<file path="config.mk">
export PLATFORM = sky130hd
export DESIGN_NAME = uart_fifo_tx
export DESIGN_NICKNAME = d
export VERILOG_FILES = /design/src/rtl/uart_fifo_tx.sv
export SDC_FILE = /design/constraint.sdc
export NUM_CORES = 1
export LEC_CHECK = 0
export CORE_UTILIZATION = 38
export CTS_CLUSTER_SIZE = 20
export DETAILED_ROUTE_END_ITERATION = 16
export DONT_BUFFER_PORTS = 1
export GPL_ROUTABILITY_DRIVEN = 0
export GPL_TIMING_DRIVEN = 0
export PLACE_DENSITY_LB_ADDON = 0.25
export RECOVER_POWER = 50
export SYNTH_ARGS = -nofsm -noshare
export SYNTH_HDL_FRONTEND = slang
export SYNTH_SLANG_ARGS = --single-unit
export TNS_END_PERCENT = 30
</file>
<file path="constraint.sdc">
create_clock -name CLK -period 5.35 [get_ports CLK]
set_input_delay 0.2675 -clock CLK [delete_from_list [all_inputs] [get_ports CLK]]
set_output_delay 0.2675 -clock CLK [all_outputs]
set_load 0.01 [all_outputs]
</file>
<file path="src/rtl/uart_fifo_tx.sv">
// 8N1 serial transmitter that drains a show-ahead byte FIFO, one pop per frame.
// Frames chain straight out of the stop bit when the next byte is already waiting.
module uart_fifo_tx #(
  parameter int CLKS_PER_BIT = 104
) (
  input  logic       CLK,
  input  logic       rst,
  input  logic       enable,
  input  logic       fifo_empty,
  input  logic [7:0] fifo_data,
  output logic       fifo_pop,
  output logic       tx,
  output logic       busy,
  output logic       done
);
  localparam int CW = $clog2(CLKS_PER_BIT);
  localparam logic [CW-1:0] CNT_LAST = CW'(CLKS_PER_BIT - 1);
  localparam logic [CW-1:0] CNT_ONE  = CW'(1);

  typedef enum logic [1:0] {IDLE, START, DATA, STOP} state_t;

  state_t        state;
  logic [7:0]    shift;
  logic [2:0]    bit_idx;
  logic [CW-1:0] cnt;
  logic          bit_end;
  logic          start_frame;

  assign bit_end     = (cnt == CNT_LAST);
  // New frames begin from idle or from the final cycle of a stop bit.
  assign start_frame = enable && !fifo_empty &&
                       ((state == IDLE) || ((state == STOP) && bit_end));

  always_ff @(posedge CLK) begin
    if (rst) begin
      state    <= IDLE;
      shift    <= '0;
      bit_idx  <= '0;
      cnt      <= '0;
      tx       <= 1'b1;
      fifo_pop <= 1'b0;
      busy     <= 1'b0;
      done     <= 1'b0;
    end else begin
      fifo_pop <= 1'b0;
      done     <= 1'b0;
      if (start_frame) begin
        shift    <= fifo_data;
        fifo_pop <= 1'b1;
        tx       <= 1'b0;
        cnt      <= '0;
        busy     <= 1'b1;
        done     <= (state == STOP);
        state    <= START;
      end else begin
        case (state)
          START: begin
            if (bit_end) begin
              cnt     <= '0;
              bit_idx <= '0;
              tx      <= shift[0];
              shift   <= {1'b0, shift[7:1]};
              state   <= DATA;
            end else begin
              cnt <= cnt + CNT_ONE;
            end
          end
          DATA: begin
            if (bit_end) begin
              cnt <= '0;
              if (bit_idx == 3'd7) begin
                tx    <= 1'b1;
                state <= STOP;
              end else begin
                bit_idx <= bit_idx + 3'd1;
                tx      <= shift[0];
                shift   <= {1'b0, shift[7:1]};
              end
            end else begin
              cnt <= cnt + CNT_ONE;
            end
          end
          STOP: begin
            if (bit_end) begin
              cnt   <= '0;
              done  <= 1'b1;
              busy  <= 1'b0;
              state <= IDLE;
            end else begin
              cnt <= cnt + CNT_ONE;
            end
          end
          default: state <= IDLE;
        endcase
      end
    end
  end
endmodule

</file>
# Yosys cells after proc, flatten, opt, wreduce, memory -nomap -nowiden
# Cells that the tools add are included.
# classes
bitwise_logic,1
n_mux,28
n_mul,0
magnitude_cmp,0
reduce_logical,18
n_div,0
eq_ne,15
addsub,2
n_shift,0
# ops
operator,n
$mux W8,4
$pmux W8 S2,1
$ne A3 B3 Y1 const B,5
$mux W1,12
$reduce_and A4 Y1,3
$ne A2 B2 Y1 const B,5
$mux W3,3
$mux W2,4
$add A7 B1 Y7 const B,1
$eq A7 B7 Y1 const B,1
$mux W7,1
$pmux W2 S3,1
$pmux W3 S2,1
$reduce_bool A2 Y1,3
$reduce_and A5 Y1,1
$eq A2 B2 Y1 const B,2
$add A3 B1 Y3 const B,1
$eq A3 B3 Y1 const B,1
$logic_and A1 B1 Y1,3
$reduce_and A3 Y1,1
$reduce_bool A3 Y1,1
$reduce_or A3 Y1,1
$eq A2 B1 Y1 const B,1
$logic_not A2 Y1,1
6 further kinds,6
# totals
out_inout_bits,4
ramBits,0
regBits,24
elab_cells,73
romBits,0
memories,0
in_bits,12
latch_bits,0

# Longest topological paths before layout
# depth
ltp_word,6
mapped_depth,7

# Worst setup path after synthesis
# Ideal clock, no wire load.
# synth_path
path_kind,register -> register
start,register state[0]
end,register bit_idx[1]
t_required_ns,5.263
path_slack_ns,3.531
stages_incl_launch_ff,7
setup_ns,0.087
arrival_time_ns,1.732
cell_sequence,dfxtp_1 -> inv_1 -> ha_1 -> and3b_1 -> a41o_4 -> or3_4 -> o31ai_1
# synth_via
elab_chain_len,6
word_cells_on_any_way,14
# synth_rtl
element,line,text
start: declaration,22,state_t state;
start signal: assignment,36,state <= IDLE;
start signal: assignment,54,state <= START;
start signal: assignment,63,state <= DATA;
$eq A2 B2 Y1,32,((state == IDLE) || ((state == STOP) && bit_end));
$logic_and A1 B1 Y1,32,
$logic_or A1 B1 Y1,32,
$logic_and A1 B1 Y1,31,assign start_frame = enable && !fifo_empty &&
$not A1 Y1 (no source line),-,
$reduce_and A5 Y1 (no source line),-,
end signal: assignment,75,bit_idx <= bit_idx + 3'd1;
end: declaration,24,logic [2:0] bit_idx;
# Parallel ways exist; a longest one is shown, timed or not.
# A chain may end at the register's enable or synchronous reset.

# Worst setup path in the final report
# layout_path
start,register state[0]
end,register shift[7]
# layout_via
elab_chain_len,6
word_cells_on_any_way,14
# layout_rtl
element,line,text
$eq A2 B2 Y1,32,
$logic_and A1 B1 Y1,32,
$logic_or A1 B1 Y1,32,
$logic_and A1 B1 Y1,31,
$ne A3 B3 Y1 (no source line) or $reduce_bool A3 Y1 (tied branches),-,
$reduce_and A4 Y1 (no source line),-,
end signal: assignment,48,shift <= fifo_data;
end signal: assignment,62,"shift <= {1'b0, shift[7:1]};"
end signal: assignment,77,"shift <= {1'b0, shift[7:1]};"
end: declaration,23,logic [7:0] shift;
# Parallel ways exist; a longest one is shown, timed or not.

==> impl_metrics.ini <==
[status]
status = finished, violations left
violations = DRC

[worst_setup_path]
crit_family = compound AO/OA/AOI/OAI gates
r2r-end = shift[7]
worst_setup_path_start_kind = flip-flop
worst-path-stages = 7
reg2reg_depth = 7
crit_path_start = state[0]
r2r_slack_ns = 3.05
slowest_delay_ns = 0.62
worst_ep_arrival_time_ns = 2.54
crit_path_end_kind = flip-flop
crit_end = shift[7]
critPathSlowestCell = a41oi_1
required_ns = 5.59
rr_startpoint = state[0]
path_max_fanout = 10
worstPathCellList = inv_1 > ha_1 > and3b_1 > a41oi_1 > buf_2 > nand3_1 > a21oi_1
critPathBufInv = 2
critical_path_class = flip-flop to flip-flop

[run]
drv_cap = 0

[routing]
routed_wl_mm = 2.29
wl_per_cell_um = 13.1
drtPass1Iterations = 10
vias = 923
routed_via_density = 5.27
antenna_left = 0
drt-initial-drc-count = 39
route.detailed.drc = 2

[global_route]
grt_use_total = 0.155
antenna_found_initial = 0
grt_overflow = 0
grt_start_max_net_pins = 14
first_global_vias = 899
grt_pass1_wl_mm = 3.96

[die]
die_h_um = 58.0
initial_core_util = 0.415
die_area_um2 = 3370
num_io_pins = 16
die_w_um = 58.0
row_count = 19
coreArea_um2 = 2880

[place]
dpl_cell_area_um2 = 1250
numPortBuffers = 0
hpwl_mm = 1.74
dp_slack_ns = 3.32

[power_and_ir_drop]
ir_worst_vdd_uv = 225
p_leak_nw = 0.519
power_density_nw_per_um2 = 256
finalPower_w = 0.000323

[logic_synthesis]
syn_nets = 148
synth_edf_count = 0
synth_ff_type = dfxtp_1
yosysWarningCount = 0
ys_types = 36
synth_top_cells_by_area = dfxtp_1 40%, ha_1 7.3%, a21oi_1 6.3%, mux2i_1 5.9%, o21ai_0 4.2%
ys_ff_latch = 24
synth_top_cell_by_area = dfxtp_1
syn_area_per_cell_um2 = 9.25
yosysSeqAreaShare = 0.403
syn_area_um2 = 1190
synthArstFlopShare = 0
yosysTopAreaCellShare = 0.403
synthCells = 129

[worst_hold_path]
hp-class = input pin to flip-flop

[cts]
cts-resized-gates = 0
cts_htree_levels = 1
cts_num_sinks = 24
clkLatencyLatePin_ns = 0.32
path_clk_slew_ns = 0.13
ctsHoldBuffers = 0
clk_path_buf_depth = 2
postCtsSetupRepairBufs = 0
cts_tree = yes
root_buffer = clkbuf_4
cts_inserted_buffers = 3

[cells_and_area]
diodes = 0
layout_common_cells = 24 x dfxtp_1, 15 x a21oi_1, 11 x o21ai_0
final_area_um2 = 1260
num-nets-final = 153
final_common_cell = dfxtp_1
drive_above_1_share = 0.0752
syn2layout_area_growth_pct = 5.87

[sta]
rsz0062_at_grt = no
slew_headroom = 0.460
slew_viol_final = 0
setup_viol = 0
skew_ns = 0.0154
fin_setup_tns_ns = 0
hold_viol_final = 0
fin_crit_sh = 0.430
tightest_slew_ns = 0.800
min_period_ns = 2.30
max_freq_ghz = 0.435
fin_ws_ns = 3.05
## metrics by stage
| step | instances | utilization | hold slack (ns) |
|---|---|---|---|
| after floorplan | 129 | - | 0.404 |
| after global placement | 171 | 0.433 | 0.412 |
| after detailed placement | 171 | 0.433 | 0.419 |
| after CTS | 175 | 0.446 | 0.0776 |
| after global routing | 175 | 0.439 | 0.0789 |
| final | 175 | 0.439 | 0.0892 |
## cell families (layout without fill, tap and decap cells)
kind of cell    after synthesis  count (layout)  share of synthesized area
fa+ha+maj                     7               7                     0.0734
buf+inv                      10              14                     0.0398
flops                        24              24                      0.403
compound gates               41              41                      0.227
simple gates                 36              36                      0.169
xor+xnor                      4               4                     0.0294
mux                           7               7                     0.0587
## cell usage after synthesis (2+ instances only)
cell type / number
a21oi_1: 15
clkbuf_1: 2
and4b_1: 2
ha_1: 7
nand2_1: 10
inv_1: 5
xnor2_1: 2
dfxtp_1: 24
a31oi_1: 2
o311ai_0: 3
or3_1: 2
nor2b_1: 3
nand4_1: 2
o31ai_1: 3
xor2_1: 2
buf_2: 2
nand3_1: 3
nor2_1: 7
mux2i_1: 7
o21ai_0: 10
## how the worst min path moves through the flow
stage            startpoint       end  slack, ns  cells after the start
2_1_floorplan  fifo_data[7]  shift[7]       0.40                      2
3_3_place_gp   fifo_data[7]  shift[7]       0.41                      2
3_5_place_dp   fifo_data[7]  shift[7]       0.42                      2
4_1_cts        fifo_data[7]  shift[7]       0.08                      2
5_1_grt        fifo_data[7]  shift[7]       0.08                      2
6_report       fifo_data[7]  shift[7]       0.09                      2
## where the power goes
part | total, W | internal (W) | switching, W
clock | 0.0000936 | 0.0000416 | 0.0000520
sequential | 0.000193 | 0.000187 | 0.00000582
combinational | 0.0000369 | 0.0000149 | 0.0000220
## state kept, by name (all words and copies together), names as in the netlist
register / cells
done: 1
fifo_pop: 1
state: 2
tx: 1
busy: 1
bit_idx: 3
cnt: 7
shift: 8
## routing by layer
layer | up-vias | part of all wire | track usage
met3 | 2 | 0.033 | 0.0536
met5 | - | 0 | 0
li1 | 483 | - | -
met1 | 426 | 0.48 | 0.196
met2 | 12 | 0.48 | 0.250
met4 | 0 | 0.0074 | 0.0442
## cell type report
type                       count  area, um2
clock buffer                   4       36.3
fill                         297       1610
tap                           42       52.6
multi-input combinational     95        647
buffer                         5       28.8
inverter                       5       18.8
sequential                    24        480
No activity file was read; power rests on OpenSTA's default activity.
